==> src/rtl/mult_seq_if.sv <==
// Start/busy handshake bundle shared by the iterative multiplier and its CPU-side master.
interface mult_seq_if;
   logic [31:0] multiplicand;
   logic [31:0] multiplier;
   logic        is_signed;
   logic        start;
   logic [31:0] hi;
   logic [31:0] lo;
   logic        busy;
   logic        done;

   modport master (
      output multiplicand, multiplier, is_signed, start,
      input  hi, lo, busy, done
   );

   modport slave (
      input  multiplicand, multiplier, is_signed, start,
      output hi, lo, busy, done
   );
endinterface

==> src/rtl/mult_seq.sv <==
// Iterative 32x32 shift-add multiplier (MULT/MULTU), one product bit per cycle,
// result delivered in HI/LO with a one-cycle done pulse.
module mult_seq (
   input  logic        clock,
   input  logic        reset,
   mult_seq_if.slave   bus
);
   typedef enum logic {S_IDLE, S_RUN} state_t;

   state_t      r_state;
   logic [31:0] r_mcand;
   logic [31:0] r_acc;
   logic [31:0] r_mplr;
   logic        r_neg;
   logic [4:0]  r_count;
   logic [31:0] r_hi;
   logic [31:0] r_lo;
   logic        r_done;

   logic [31:0] w_abs_a;
   logic [31:0] w_abs_b;
   logic [32:0] w_sum;
   logic [63:0] w_shift;
   logic [63:0] w_result;

   // Two's-complement negate leaves 0x80000000 unchanged, which is its correct magnitude.
   assign w_abs_a = (bus.is_signed && bus.multiplicand[31]) ? (~bus.multiplicand + 32'd1)
                                                             : bus.multiplicand;
   assign w_abs_b = (bus.is_signed && bus.multiplier[31]) ? (~bus.multiplier + 32'd1)
                                                           : bus.multiplier;

   // The adder carry becomes the top bit of the shifted partial product.
   assign w_sum    = {1'b0, r_acc} + (r_mplr[0] ? {1'b0, r_mcand} : 33'd0);
   assign w_shift  = {w_sum, r_mplr[31:1]};
   assign w_result = r_neg ? (~w_shift + 64'd1) : w_shift;

   always_ff @(posedge clock or posedge reset) begin
      if (reset) begin
         r_state <= S_IDLE;
         r_mcand <= 32'd0;
         r_acc   <= 32'd0;
         r_mplr  <= 32'd0;
         r_neg   <= 1'b0;
         r_count <= 5'd0;
         r_hi    <= 32'd0;
         r_lo    <= 32'd0;
         r_done  <= 1'b0;
      end else if (bus.start) begin
         r_state <= S_RUN;
         r_mcand <= w_abs_a;
         r_mplr  <= w_abs_b;
         r_acc   <= 32'd0;
         r_neg   <= bus.is_signed & (bus.multiplicand[31] ^ bus.multiplier[31]);
         r_count <= 5'd0;
         r_done  <= 1'b0;
      end else begin
         case (r_state)
            S_RUN: begin
               r_acc   <= w_shift[63:32];
               r_mplr  <= w_shift[31:0];
               r_count <= r_count + 5'd1;
               if (r_count == 5'd31) begin
                  r_hi    <= w_result[63:32];
                  r_lo    <= w_result[31:0];
                  r_state <= S_IDLE;
                  r_done  <= 1'b1;
               end else begin
                  r_done  <= 1'b0;
               end
            end
            default: begin
               r_done <= 1'b0;
            end
         endcase
      end
   end

   assign bus.hi   = r_hi;
   assign bus.lo   = r_lo;
   assign bus.busy = (r_state == S_RUN);
   assign bus.done = r_done;
endmodule

==> src/flat_wrapper.sv <==
// flat-port wrapper written by rule: the top's interface ports become plain ports
module mult_seq_flat 
  (clock, reset, bus_multiplicand, bus_multiplier, bus_is_signed, bus_start, bus_hi, bus_lo, bus_busy, bus_done);
  mult_seq_if bus_i ();
  input  logic clock;
  input  logic reset;
  input wire logic [$bits(bus_i.multiplicand)-1:0] bus_multiplicand;
  input wire logic [$bits(bus_i.multiplier)-1:0] bus_multiplier;
  input wire logic [$bits(bus_i.is_signed)-1:0] bus_is_signed;
  input wire logic [$bits(bus_i.start)-1:0] bus_start;
  output wire logic [$bits(bus_i.hi)-1:0] bus_hi;
  output wire logic [$bits(bus_i.lo)-1:0] bus_lo;
  output wire logic [$bits(bus_i.busy)-1:0] bus_busy;
  output wire logic [$bits(bus_i.done)-1:0] bus_done;
  assign bus_i.multiplicand = bus_multiplicand;
  assign bus_i.multiplier = bus_multiplier;
  assign bus_i.is_signed = bus_is_signed;
  assign bus_i.start = bus_start;
  assign bus_hi = bus_i.hi;
  assign bus_lo = bus_i.lo;
  assign bus_busy = bus_i.busy;
  assign bus_done = bus_i.done;
  mult_seq u_core (.clock(clock), .reset(reset), .bus(bus_i));
endmodule
==> config.mk <==
export PLATFORM = sky130hd
export DESIGN_NAME = mult_seq_flat
export DESIGN_NICKNAME = d
export VERILOG_FILES = /design/src/rtl/mult_seq_if.sv /design/src/rtl/mult_seq.sv /design/src/flat_wrapper.sv
export SDC_FILE = /design/constraint.sdc
export NUM_CORES = 1
export LEC_CHECK = 0
export ABC_CLOCK_PERIOD_IN_PS = 8200
export BUFFER_PORTS_ARGS = -buffer_cell sky130_fd_sc_hd__buf_2
export CORE_ASPECT_RATIO = 0.6
export CORE_UTILIZATION = 55
export DETAILED_ROUTE_END_ITERATION = 7
export PLACE_DENSITY = 0.72
export SLEW_MARGIN = 25
export SYNTH_ARGS = -nofsm -noshare
export SYNTH_HDL_FRONTEND = slang
export SYNTH_SLANG_ARGS = --single-unit
==> constraint.sdc <==
create_clock -name clock -period 8.2 [get_ports clock]
set_input_delay 2.46 -clock clock [delete_from_list [all_inputs] [get_ports clock]]
set_output_delay 2.46 -clock clock [all_outputs]
set_load 0.01 [all_outputs]
==> Word-level counts from Yosys, hierarchy flattened <==
Index checks and enable logic that the tools add are counted.
{ "word_totals": {"latch_bits": 0, "output_inout_bits": 66, "ram_bits": 0, "mem_count": 0, "word_cells": 41, "reg_bits": 168, "romBits": 0, "input_bits": 68} }
{ "op_classes": {"eq_ne": 1, "add_sub_neg": 5, "n_shift": 0, "div": 0, "bitwise_logic": 6, "muxes": 16, "n_reduce_logical": 4, "n_mul": 0, "order_cmp": 0} }
{ "ops": {"columns": ["operator", "count"], "rows": [
  ["$mux 32", 7],
  ["$add 32x1->32 const B", 2],
  ["$add 64x1->64 const B", 1],
  ["$mux 64", 1],
  ["$not 32->32", 2],
  ["$not 64->64", 1],
  ["$add 32x33->33", 1],
  ["$mux 5", 2],
  ["$mux 1", 6],
  ["$add 5x1->5 const B", 1],
  ["$eq 5x5->1 const B", 1],
  ["$reduce_and 3->1", 1],
  ["$logic_and 1x1->1", 2],
  ["$reduce_bool 2->1", 1],
  ["$and 1x1->1", 1],
  ["$not 1->1", 1],
  ["$xor 1x1->1", 1]
]} }

==> Logic depth before layout (Yosys ltp) <==
{ "logic_depth": {"word_depth": 5, "ltp_mapped": 15, "ltp_nobuf": 13} }

==> Least setup slack after synthesis <==
Ideal clock, no wire load.
{ "synth_timing": {"kind": "input -> register", "start": "input port bus_multiplier[16]", "end": "register u_core.r_mplr[30]", "arrival_time_ns": 4.689, "setup_time_ns": 0.129, "t_required_ns": 8.071, "cell_stages": 8, "path_buffers": 0, "path_slack_ns": 3.383, "path_cell_list": "or4_1 > or4_1 > or3_1 > o41ai_1 > o21ai_0 > xor2_1 > nand2_1 > o21ai_1"} }
{ "synth_between": {"elab_chain_len": 4} }
{ "synth_rtl": {"columns": ["element", "line_no", "rtl"], "rows": [
  ["start: declaration", "flat_wrapper.sv:8", "input wire logic [$bits(bus_i.multiplier)-1:0] bus_multiplier;"],
  ["$not 32->32", "mult_seq.sv:29", "assign w_abs_b = (bus.is_signed && bus.multiplier[31]) ? (~bus.multiplier + 32'd1)"],
  ["$add 32x1->32", "mult_seq.sv:29", null],
  ["$mux 32", "mult_seq.sv:29", null],
  ["$mux 32", "mult_seq.sv:48", "end else if (bus.start) begin"],
  ["end signal: assignment", "mult_seq.sv:51", "r_mplr <= w_abs_b;"],
  ["end signal: assignment", "mult_seq.sv:60", "r_mplr <= w_shift[31:0];"],
  ["end: declaration", "mult_seq.sv:13", "logic [31:0] r_mplr;"]
]} }
Every way passes these cells.
A chain may end at the register's enable or synchronous reset.

==> Final worst setup path <==
{ "layout_timing": {"start": "register u_core.r_mplr[0]", "end": "register u_core.r_hi[18], in the netlist u_core.bus.hi[18]"} }
{ "layout_between": {"elab_chain_len": 5} }
{ "layout_rtl": {"columns": ["element", "line_no", "rtl"], "rows": [
  ["$mux 32 *", "mult_seq.sv:33", "assign w_sum = {1'b0, r_acc} + (r_mplr[0] ? {1'b0, r_mcand} : 33'd0);"],
  ["$add 32x33->33 *", "mult_seq.sv:33", null],
  ["$not 64->64", "mult_seq.sv:35", "assign w_result = r_neg ? (~w_shift + 64'd1) : w_shift;"],
  ["$add 64x1->64", "mult_seq.sv:35", null],
  ["$mux 64 *", "mult_seq.sv:35", null],
  ["end signal: assignment", "mult_seq.sv:63", "r_hi <= w_result[63:32];"],
  ["end: declaration", "mult_seq.sv:16", "logic [31:0] r_hi;"]
]} }
Every way passes the cells marked *; elsewhere a longest branch is shown, timed or not.

==> out/qor.yml <==
final_layout:
  layout-drive-gt1-share_pct: 14.3
  syn_to_final_growth_pct: 11.9
  num-fill-cells: 1797
  final_util_pct: 63.4
  postLayoutCellArea_sq_um: 12800
  diodes: 0
  num-nets-final: 1511
clock_network:
  cts_root_buf: "clkbuf_16"
  h-tree-depth: 4
  max-clock-path-buffers: 2
  cts_inserted_buffers: 17
  cts_resized: 0
  hold_buffers: 0
  cts_sinks: 168
  cts_setup_buffers: 0
  clk_latency_ps: 440
  cts_tree: "built"
  path_clk_slew_ps: 70
worst_setup_path:
  r2r_cells: 12
  worst-r2r-setup-slack_ps: 3260
  crit_family: "compound AO/OA/AOI/OAI gates"
  crit_arrival_ps: 5230
  worst_setup_path_start_kind: "flip-flop"
  path_cells: "and2_1 > ha_1 > fa_1 > a211oi_2 > o21ai_2 > xnor2_1 > o211ai_1 > or4_4 > nand4bb_1 > o21ai_0 > xor2_1 > o21ai_0"
  worstReg2RegEnd: "u_core.bus.hi[18]"
  r2r-start: "u_core.r_mplr[0]"
  path_max_fanout: 33
  critical-path-max-stage-delay_ps: 660
  cpMostUsedCell: "o21ai_0"
  required_ps: 8490
  endpoint_kind: "flip-flop"
  critPathKind: "flip-flop to flip-flop"
  cp_slowest_cell: "dfrtp_1"
  cp_num_buf_inv: 0
floorplan:
  num_io_pins: 134
  start_util_pct: 56.6
  core_sq_um: 20200
  fp.dieArea_sq_um: 21400
  fp.dieW_um: 188
  dieHeight_um: 114
  std_cell_rows: 40
power_and_ir_drop:
  ir_drop_v: 0.000158
  p_per_area_nw_per_um2: 233
  total_leakage_power_nw: 5.97
synth:
  ys_seq_elements: 168
  syn_avg_cell_area_sq_um: 8.61
  synth-warning-count: 0
  synthCells: 1327
  async_flop_share_pct: 100
  synth_flop_cell: "dfrtp_1"
  synth-edff-count: 0
  synth.cell_area_sq_um: 11400
  ys_seq_area_share_pct: 36.8
  ys_types: 74
  synth_nets: 1433
global_route:
  grt_use_total_pct: 30.1
  antenna_found_initial: 0
  grt_pass1_wl_um: 49800
  grt_overflow: 0
  grt_max_degree: 111
  grt_pass1_vias: 8810
placed_design:
  hpwl_um: 23700
  place_congestion: 0.969
  buffer_ports.inserted: 133
  placed_area_sq_um: 12200
sta:
  maxSlewViolCount: 0
  fin_crit_sh_pct: 60.2
  tns_ps: 0
  finalSetupViolCount: 0
  tightest_slew_ps: 975
  clock_skew_ps: 17.6
  timing.slew.headroom_pct: 35.0
  rsz0062_at_grt: "false"
  fmax_ghz: 0.203
  whs_ps: 473
  period_needed_ps: 4940
  timing.final.hold_violations: 0
worst_hold_path:
  hold_end: "u_core.bus.hi[1]"
  hold_depth: 2
  hold_start: "u_core.bus.hi[1]"
  hold_class: "flip-flop to flip-flop"
drt:
  drtAntennaViolNets: 0
  dr.pass1.iters: 5
  wl_per_cell_um: 18.7
  drtIter0Drc: 1104
  wl_um: 31600
  vias: 10000
  vias_per_cell: 5.92
  drcViolationCount: 0
job:
  maxCapViolations: 0
run_status:
  status: "finished, final reports clean"
[logic make-up after synthesis]
logic type | after synthesis | synth area share (%)
buffers and inverters | 110 | 3.87
flip-flops | 168 | 36.8
AND/OR/NAND/NOR | 441 | 18.4
AO/OA/AOI/OAI | 363 | 20.2
multiplexers | 60 | 5.27
XOR/XNOR | 147 | 11.3
adder cells (fa/ha/maj) | 38 | 4.23
[worst reg2reg max path, delay by kind of cell (launching register included)]
kind | cells | cell delay (ps)
AOI/OAI and AO/OA | 5 | 1490
DFF | 1 | 660
and+or+nand+nor | 3 | 1350
adders and majority gates | 2 | 650
xor gates and xnor gates | 2 | 660
[routing by layer]
layer,vias up,routed length (um),GRT usage (%)
met4,0,178,5.20
met2,470,10400,33.7
met3,18,3750,8.55
li1,4878,-,-
met1,4646,17300,53.0
met5,-,0,0
[final cells by class]
type	count	area, sq um	share of cell area (%)
timing repair buffer	139	713	5.58
tap	273	342	2.67
multi-input combinational	1049	6780	53.0
clock inverter	14	180	1.41
sequential	168	4210	32.9
inverter	30	120	0.940
clock buffer	18	439	3.44
[layout by cell type (no fill, tap or decap), types with 6 or more instances in the layout]
cell type / instances
o41ai_1: 14
inv_6: 6
a21o_1: 9
a31oi_1: 6
mux2i_1: 59
o211ai_1: 7
a21oi_1: 86
nand3_1: 15
ha_1: 37
nor4_1: 14
inv_1: 29
and2_1: 41
nand2_1: 158
o21bai_1: 7
o21ai_0: 132
clkbuf_16: 17
dfrtp_1: 166
buf_4: 7
nor3_1: 22
buf_2: 132
o21ai_1: 11
o31ai_1: 34
xor2_1: 94
or4_1: 10
nand4_1: 12
nor2_1: 116
a211oi_1: 11
xnor2_1: 53
or3_1: 14
[per-stage QoR]
stage	setup slack, ps	power, mW	cells
finish	3260	2.98	1691
global placement	3050	2.07	1659
detailed placement	2990	2.09	1659
floorplan	1190	1.77	1327
CTS	3320	2.95	1691
global route	2950	3.14	1691
[synthesized netlist by cell type, types with 3 or more instances]
library cell / instances / share of area (%)
clkbuf_1: 52 / 1.7
o21ai_0: 132 / 5.8
nand3_1: 15 / 0.66
a31oi_1: 6 / 0.33
o21ai_1: 11 / 0.48
o41ai_1: 14 / 1.1
nor3_1: 22 / 0.96
a21oi_1: 86 / 3.8
o211ai_1: 7 / 0.46
o2111ai_1: 3 / 0.23
dfrtp_1: 168 / 37
o21bai_1: 7 / 0.46
xnor2_1: 53 / 4.1
o31ai_1: 34 / 2.2
or2_1: 3 / 0.16
buf_4: 4 / 0.26
ha_1: 37 / 4.1
mux2i_1: 59 / 5.2
and2_1: 41 / 2.2
o21a_1: 5 / 0.33
inv_1: 30 / 0.99
or4_1: 10 / 0.66
nand2b_1: 5 / 0.27
a21o_1: 9 / 0.59
and3_1: 4 / 0.22
nor2_1: 116 / 3.8
nor4_1: 14 / 0.77
or3_1: 14 / 0.77
nand2_1: 158 / 5.2
nand4_1: 12 / 0.66
nor3b_1: 5 / 0.33
nor2b_1: 3 / 0.16
buf_2: 11 / 0.48
a311oi_1: 3 / 0.23
a211oi_1: 11 / 0.72
buf_1: 13 / 0.43
xor2_1: 94 / 7.2
or2_2: 5 / 0.27
o41ai_2: 5 / 0.71
a221oi_1: 3 / 0.23
[power breakdown]
part | total, mW | switching [mW] | internal [mW] | leakage (nW)
clock network | 0.856 | 0.361 | 0.495 | 0.304
registers | 1.03 | 0.107 | 0.927 | 2.02
logic | 1.09 | 0.701 | 0.387 | 3.64
[flip-flops by register name, summed over array words and instances, names as in the netlist]
name	count
u_core.bus.hi	32
u_core.bus.lo	32
u_core.r_acc	32
u_core.r_mcand	32
u_core.r_mplr	32
u_core.r_count	5
u_core.bus.busy	1
u_core.bus.done	1
u_core.r_neg	1
[how the worst max path moves through the flow]
stage / from / end / slack [ps] / cells after the start
detailed placement: bus_multiplier[4] / u_core.r_mplr[29] / 2990 / 11
finish: u_core.r_mplr[0] / u_core.bus.hi[18] / 3260 / 12
global placement: bus_multiplier[4] / u_core.r_mplr[29] / 3050 / 11
global route: u_core.r_mplr[0] / u_core.bus.hi[28] / 2950 / 12
CTS: u_core.r_mplr[0] / u_core.bus.hi[28] / 3320 / 12
floorplan: reset / u_core.bus.busy / 1190 / 1
No activity file was read; power rests on OpenSTA's default activity.
